### config.mk
export PLATFORM = sky130hd
export DESIGN_NAME = cle_relabel
export DESIGN_NICKNAME = d
export VERILOG_FILES = /design/src/rtl/cle_pkg.sv /design/src/rtl/cle_label_map.sv /design/src/rtl/cle_relabel.sv
export SDC_FILE = /design/constraint.sdc
export NUM_CORES = 2
export LEC_CHECK = 0
export CAP_MARGIN = 15
export CORE_UTILIZATION = 50
export DETAILED_ROUTE_END_ITERATION = 8
export PLACE_DENSITY = 0.68
export SYNTH_ARGS = -nofsm -noshare
export SYNTH_HDL_FRONTEND = slang
export SYNTH_SLANG_ARGS = --single-unit
export TNS_END_PERCENT = 50
### constraint.sdc
create_clock -name clk -period 4.56 [get_ports clk]
set_input_delay 1.368 -clock clk [delete_from_list [all_inputs] [get_ports clk]]
set_output_delay 1.368 -clock clk [all_outputs]
set_load 0.005 [all_outputs]
### src/rtl/cle_pkg.sv
`default_nettype none
// ============================================================================
// Module      : cle_pkg
// Description : Shared definitions for the connected-component labelling
//               engine and its relabel post-processing stage: scan FSM
//               state encoding and image geometry constants.
// Revision    : 1.0 - initial release
// ============================================================================
package cle_pkg;

    // Image geometry: 32x32 pixels, raster addressed as {row, col}.
    localparam int IMG_DIM  = 32;
    localparam int NPIX     = IMG_DIM * IMG_DIM;
    // Label value reserved for background pixels.
    localparam int BG_LABEL = 0;

    // Relabel scan FSM states.
    typedef enum logic [2:0] {
        ST_IDLE = 3'd0,
        ST_CLR  = 3'd1,
        ST_ADDR = 3'd2,
        ST_WAIT = 3'd3,
        ST_EVAL = 3'd4,
        ST_WR   = 3'd5,
        ST_NEXT = 3'd6,
        ST_FIN  = 3'd7
    } state_t;

endpackage : cle_pkg
`default_nettype wire

### src/rtl/cle_label_map.sv
`default_nettype none
// ============================================================================
// Module      : cle_label_map
// Description : Old-label -> new-label translation table, 2**DATA_W entries,
//               each with a valid bit.
//   clk, reset      : clock, asynchronous active-low reset (valid bits only)
//   clr             : clears every valid bit in one cycle
//   lookup_key      : label to translate (combinational lookup)
//   hit, value      : lookup result; value is meaningful only when hit=1
//   ins, ins_key,
//   ins_val         : one-cycle insert of ins_key -> ins_val, marked valid
// Revision    : 1.0 - initial release
// ============================================================================
module cle_label_map #(
    parameter int DATA_W = 8
) (
    input  logic              clk,
    input  logic              reset,
    input  logic              clr,
    input  logic [DATA_W-1:0] lookup_key,
    output logic              hit,
    output logic [DATA_W-1:0] value,
    input  logic              ins,
    input  logic [DATA_W-1:0] ins_key,
    input  logic [DATA_W-1:0] ins_val
);

    localparam int DEPTH = 2 ** DATA_W;

    logic [DEPTH-1:0]  r_valid;
    logic [DATA_W-1:0] r_val [DEPTH];

    // Only the valid bits need a reset/clear; stale values behind a cleared
    // valid bit are never observed.
    always_ff @(posedge clk or negedge reset) begin
        if (!reset) begin
            r_valid <= '0;
        end else if (clr) begin
            r_valid <= '0;
        end else if (ins) begin
            r_valid[ins_key] <= 1'b1;
        end
    end

    always_ff @(posedge clk) begin
        if (ins) begin
            r_val[ins_key] <= ins_val;
        end
    end

    assign hit   = r_valid[lookup_key];
    assign value = r_val[lookup_key];

endmodule : cle_label_map
`default_nettype wire

### src/rtl/cle_relabel.sv
`default_nettype none
// ============================================================================
// Module      : cle_relabel
// Description : Rewrites the 32x32 label SRAM in place so that components
//               are numbered 1..N in raster order of first appearance and
//               reports N. Background (label 0) pixels are never written.
//   clk, reset  : clock, asynchronous active-low reset
//   start       : single-cycle start pulse, ignored while busy
//   sram_q      : SRAM read data (one-cycle synchronous read latency)
//   sram_a/d    : registered SRAM address / write data
//   sram_wen    : registered SRAM write enable, active-low
//   busy, done  : scan in progress / scan complete (held until next start)
//   comp_count  : number of distinct nonzero labels, valid while done=1
// Revision    : 1.0 - initial release
// ============================================================================
module cle_relabel
    import cle_pkg::*;
#(
    parameter int ADDR_W = 10,
    parameter int DATA_W = 8
) (
    input  logic              clk,
    input  logic              reset,
    input  logic              start,
    input  logic [DATA_W-1:0] sram_q,
    output logic [ADDR_W-1:0] sram_a,
    output logic [DATA_W-1:0] sram_d,
    output logic              sram_wen,
    output logic              busy,
    output logic              done,
    output logic [DATA_W-1:0] comp_count
);

    localparam logic [ADDR_W-1:0] c_LAST_PIX = ADDR_W'(NPIX - 1);
    localparam logic [DATA_W-1:0] c_BG       = DATA_W'(BG_LABEL);
    localparam logic [DATA_W:0]   c_FIRST    = (DATA_W + 1)'(1);

    state_t            r_state, w_state_nxt;
    logic [ADDR_W-1:0] r_cnt, w_cnt_nxt;
    // One bit wider than a label: with 255 distinct labels it reaches 256.
    logic [DATA_W:0]   r_next_label, w_label_nxt;
    logic [ADDR_W-1:0] r_sram_a, w_a_nxt;
    logic [DATA_W-1:0] r_sram_d, w_d_nxt;
    logic              r_sram_wen, w_wen_nxt;
    logic              r_busy, w_busy_nxt;
    logic              r_done, w_done_nxt;
    logic [DATA_W-1:0] r_comp_count, w_count_nxt;

    logic              w_map_clr;
    logic              w_map_ins;
    logic              w_map_hit;
    logic [DATA_W-1:0] w_map_val;
    logic [DATA_W-1:0] w_new_label;

    cle_label_map #(
        .DATA_W (DATA_W)
    ) u_map (
        .clk        (clk),
        .reset      (reset),
        .clr        (w_map_clr),
        .lookup_key (sram_q),
        .hit        (w_map_hit),
        .value      (w_map_val),
        .ins        (w_map_ins),
        .ins_key    (sram_q),
        .ins_val    (r_next_label[DATA_W-1:0])
    );

    always_ff @(posedge clk or negedge reset) begin
        if (!reset) begin
            r_state      <= ST_IDLE;
            r_cnt        <= '0;
            r_next_label <= c_FIRST;
            r_sram_a     <= '0;
            r_sram_d     <= '0;
            r_sram_wen   <= 1'b1;
            r_busy       <= 1'b0;
            r_done       <= 1'b0;
            r_comp_count <= '0;
        end else begin
            r_state      <= w_state_nxt;
            r_cnt        <= w_cnt_nxt;
            r_next_label <= w_label_nxt;
            r_sram_a     <= w_a_nxt;
            r_sram_d     <= w_d_nxt;
            r_sram_wen   <= w_wen_nxt;
            r_busy       <= w_busy_nxt;
            r_done       <= w_done_nxt;
            r_comp_count <= w_count_nxt;
        end
    end

    always_comb begin
        w_state_nxt = r_state;
        w_cnt_nxt   = r_cnt;
        w_label_nxt = r_next_label;
        w_a_nxt     = r_sram_a;
        w_d_nxt     = r_sram_d;
        w_wen_nxt   = 1'b1;          // write strobe lasts one cycle at most
        w_busy_nxt  = r_busy;
        w_done_nxt  = r_done;
        w_count_nxt = r_comp_count;
        w_map_clr   = 1'b0;
        w_map_ins   = 1'b0;
        // New label for the pixel under evaluation: existing mapping, or the
        // next unused label if this old label has not been seen yet.
        w_new_label = w_map_hit ? w_map_val : r_next_label[DATA_W-1:0];

        case (r_state)
            ST_IDLE: begin
                if (start) begin
                    w_state_nxt = ST_CLR;
                    w_busy_nxt  = 1'b1;
                    w_done_nxt  = 1'b0;
                end
            end
            ST_CLR: begin
                w_map_clr   = 1'b1;
                w_cnt_nxt   = '0;
                w_label_nxt = c_FIRST;
                w_state_nxt = ST_ADDR;
            end
            ST_ADDR: begin
                w_a_nxt     = r_cnt;
                w_state_nxt = ST_WAIT;
            end
            ST_WAIT: begin
                w_state_nxt = ST_EVAL;
            end
            ST_EVAL: begin
                w_state_nxt = ST_NEXT;
                if (sram_q != c_BG) begin
                    if (!w_map_hit) begin
                        w_map_ins   = 1'b1;
                        w_label_nxt = r_next_label + c_FIRST;
                    end
                    // Pixels whose label is already correct are not rewritten.
                    if (w_new_label != sram_q) begin
                        w_d_nxt     = w_new_label;
                        w_wen_nxt   = 1'b0;
                        w_state_nxt = ST_WR;
                    end
                end
            end
            ST_WR: begin
                w_state_nxt = ST_NEXT;
            end
            ST_NEXT: begin
                if (r_cnt == c_LAST_PIX) begin
                    w_state_nxt = ST_FIN;
                end else begin
                    w_cnt_nxt   = r_cnt + 1'b1;
                    w_state_nxt = ST_ADDR;
                end
            end
            ST_FIN: begin
                w_count_nxt = DATA_W'(r_next_label - c_FIRST);
                w_busy_nxt  = 1'b0;
                w_done_nxt  = 1'b1;
                w_state_nxt = ST_IDLE;
            end
            default: begin
                w_state_nxt = ST_IDLE;
            end
        endcase
    end

    assign sram_a     = r_sram_a;
    assign sram_d     = r_sram_d;
    assign sram_wen   = r_sram_wen;
    assign busy       = r_busy;
    assign done       = r_done;
    assign comp_count = r_comp_count;

endmodule : cle_relabel
`default_nettype wire

==> flow_metrics.py <==
metrics = {
    "timing": {
        "finalMaxSlewViolations": 0,
        "slew_headroom_pct": 27.55,
        "max_freq_mhz": 220.2,
        "setup_ws_ps": 18.06,
        "fin_crit_sh_pct": 99.60,
        "holdWs_ps": 473.2,
        "grt_setup_unrepaired": "yes",
        "hold_viol_final": 0,
        "clock_skew_ps": 45.31,
        "worstMarginPinSlew_ps": 1087,
        "setup_viol": 0,
        "fin_crit_ps": 4542,
    },
    "cells_and_area": {
        "final_cell_area_um2": 110600,
        "layoutNonFillerInstCount": 7824,
        "multi_input_area_um2": 21710,
        "num-nets-final": 5263,
        "layout_commonest_cell": "edfxtp_1",
        "fillers": 12450,
        "final_core_util_pct": 61.20,
        "drive_gt1_share_pct": 34.57,
        "final_cell_mix": "edfxtp_1, mux4_2, buf_4, dfrtp_1, a22oi_1",
        "synthToLayoutAreaGrowth_pct": 21.58,
        "seqCellArea_um2": 69190,
    },
    "synth": {
        "synth_xor_area_share_pct": 0.2695,
        "yosys.area.top_type": "edfxtp_1",
        "synth.area.top_cells": "edfxtp_1, mux4_2, dfrtp_1",
        "synthMuxAreaShare_pct": 14.56,
        "yosys_warnings": 0,
        "yosysUniqueCellTypes": 42,
        "synth_edf_count": 2048,
        "synth_top_area_share_pct": 67.59,
        "syn_area_um2": 90980,
        "synth_adder_area_share_pct": 0.04126,
        "yosysSeqAreaShare_pct": 76.01,
        "yosys_register_bits": 2354,
        "synth_top_family_by_area": "multiplexers",
        "synth_compound_area_share_pct": 5.259,
        "syn_inst": 4495,
        "synth-simple-area-share_pct": 2.342,
        "synthArstFlopShare_pct": 13.00,
        "synth_ff_type": "edfxtp_1",
        "avgSynthCellArea_um2": 20.24,
    },
    "critical_path": {
        "path_buf_inv": 8,
        "cpMaxStageDelayCell": "mux4_2",
        "worstSetupPathType": "in -> reg",
        "critPathTopFamily": "buffers and inverters",
        "end_kind": "flip-flop",
        "start_kind": "primary input",
        "worstPathCellList": "buf_12 > buf_16 > buf_16 > mux4_2 > a22oi_1 > a21oi_1 > o41ai_4 > buf_4 > nand4_1 > buf_4 > nor2_2 > buf_12 > nand3_1 > buf_12 > nor2_1 > buf_4",
        "cp.required_ps": 5100,
        "critical_path.max_fanout": 18,
        "arrival_ps": 5080,
        "crit_path_max_incr_delay_ps": 520,
    },
    "detailed_routing": {
        "drc": 0,
        "ant_nets": 0,
        "drt_iter0_drc": 5611,
        "drt_first_pass_iters": 5,
        "post_drt_wl_per_cell_um": 29.90,
        "drt_wl_total_mm": 234.0,
        "vias": 48630,
        "vias_per_cell": 6.216,
    },
    "floorplan": {
        "dieArea_um2": 183700,
        "die_y_um": 428.6,
        "dieWidth_um": 428.6,
        "start_util_pct": 50.34,
        "coreArea_um2": 180700,
        "rows": 156,
        "io_pins": 40,
    },
    "cts": {
        "root_buffer": "clkbuf_16",
        "cts_hold_buf": 0,
        "clkTransAtPathRegs_ps": 70,
        "htree_levels": 4,
        "numCtsBuffers": 222,
        "cts.sinks": 2354,
        "clock_path_buffers": 3,
        "cts_tree": "done",
        "clock_latency_ps": 870,
    },
    "placed_design": {
        "post-dp-hpwl_mm": 146.5,
        "placed_cells": 7384,
        "gp_congestion": 0.8892,
        "place_ws_ps": -1205,
        "placed_area_um2": 102700,
        "placement.io_buffers": 39,
    },
    "power_and_ir_drop": {
        "clock_power_share_pct": 40.4,
        "power_density_nw_per_um2": 425.5,
        "p_int_mw": 36.38,
        "power_frac_seq_pct": 51.9,
        "p_switching_mw": 10.68,
        "p_leak_nw": 37.73,
        "ir_drop_uv": 430.2,
        "swShare_pct": 22.70,
        "power_frac_comb_pct": 7.8,
    },
    "grt": {
        "grt_pass1_wl_mm": 341.8,
        "grt_max_degree": 191,
        "grt_pass1_vias": 49390,
        "antenna_found_initial": 6,
        "grt_overflow_total": 0,
        "track_usage_pct": 25.54,
    },
    "min_path": {
        "hp-class": "in -> async",
    },
    "status": {
        "status": "finished, final reports clean",
    },
    "run": {
        "drv_cap": 0,
    },
}
-- registers in the layout, indices dropped and copies added, names as in the netlist --
name	count
u_map.r_valid	256
done	1
sram_wen	1
u_map.r_val	2048
sram_a	10
r_state	3
r_cnt	10
r_next_label	8
sram_d	8
busy	1
comp_count	8
-- logic make-up after synthesis --
family | count (synthesis)
compound gates | 687
other cells | 1
buf+inv | 302
xor+xnor | 28
fa+ha+maj | 3
flops | 2354
simple gates | 518
mux | 602
-- synthesized netlist by cell type, types with 21 or more instances --
cell         n
edfxtp_1  2048
nor2_1     401
buf_2       45
clkbuf_1   187
mux4_2     576
buf_6       21
o21a_1     191
nand3_1     22
dfrtp_1    304
a21oi_1    153
o41ai_1     36
nand2_1     38
a22oi_1    288
buf_1       29
-- per-stage QoR --
stage,total power [mW],setup TNS (ps)
after floorplan,26.64,-22370
after global placement,28.37,-2603220
after detailed placement,28.46,-2457630
after CTS,47.27,0
after global routing,48.31,0
final,47.06,0
-- final cells by class --
class                      count  area share [%]
sequential                  2354           62.55
inverter                      12         0.04072
clock inverter               120           1.231
tap                         2370           2.681
timing repair buffer         813           8.274
antenna                        4        0.009049
clock buffer                 305           5.589
multi-input combinational   1846           19.63
-- final timing paths --
kind	startpoint	endpoint	slack, ps	depth (start not counted)
setup / recovery	sram_q[0]	u_map.r_val[174][4]	20	16
hold / removal	reset	u_map.r_valid[126]	470	1
setup reg to reg	u_map.r_valid[43]	u_map.r_val[174][4]	800	13
hold reg to reg	u_map.r_valid[198]	u_map.r_valid[198]	490	1
max in group asynchronous	reset	u_map.r_valid[202]	2860	2
min in group clk	u_map.r_valid[198]	u_map.r_valid[198]	490	1
-- repair_timing --
| action | 4_1_cts | 5_1_grt |
|---|---|---|
| setup endpoints to repair | 2307 | 772 |
| pin swaps | 2 | 8 |
| setup buffers | 3 | 5 |
| resized for setup | 10 | 25 |
| cloned | 0 | 2 |
-- power groups by stage --
stage          sequential [mW]  combinational [mW]  clock (mW)
2_1_floorplan             25.2                1.48           0
3_3_place_gp              24.9                3.52           0
3_5_place_dp              24.9                3.60           0
4_1_cts                   24.4                3.62        19.2
5_1_grt                   24.4                3.86        20.0
6_report                  24.4                3.65        19.0
-- per-layer routing --
layer,track usage (%),vias up,part of all wire [%]
met5,0,-,0.010
met1,36.20,25950,40
met3,4.976,391,8.6
met4,8.091,4,3.2
met2,40.37,2255,48
li1,-,20040,-
Power figures use the tool's default switching activity.
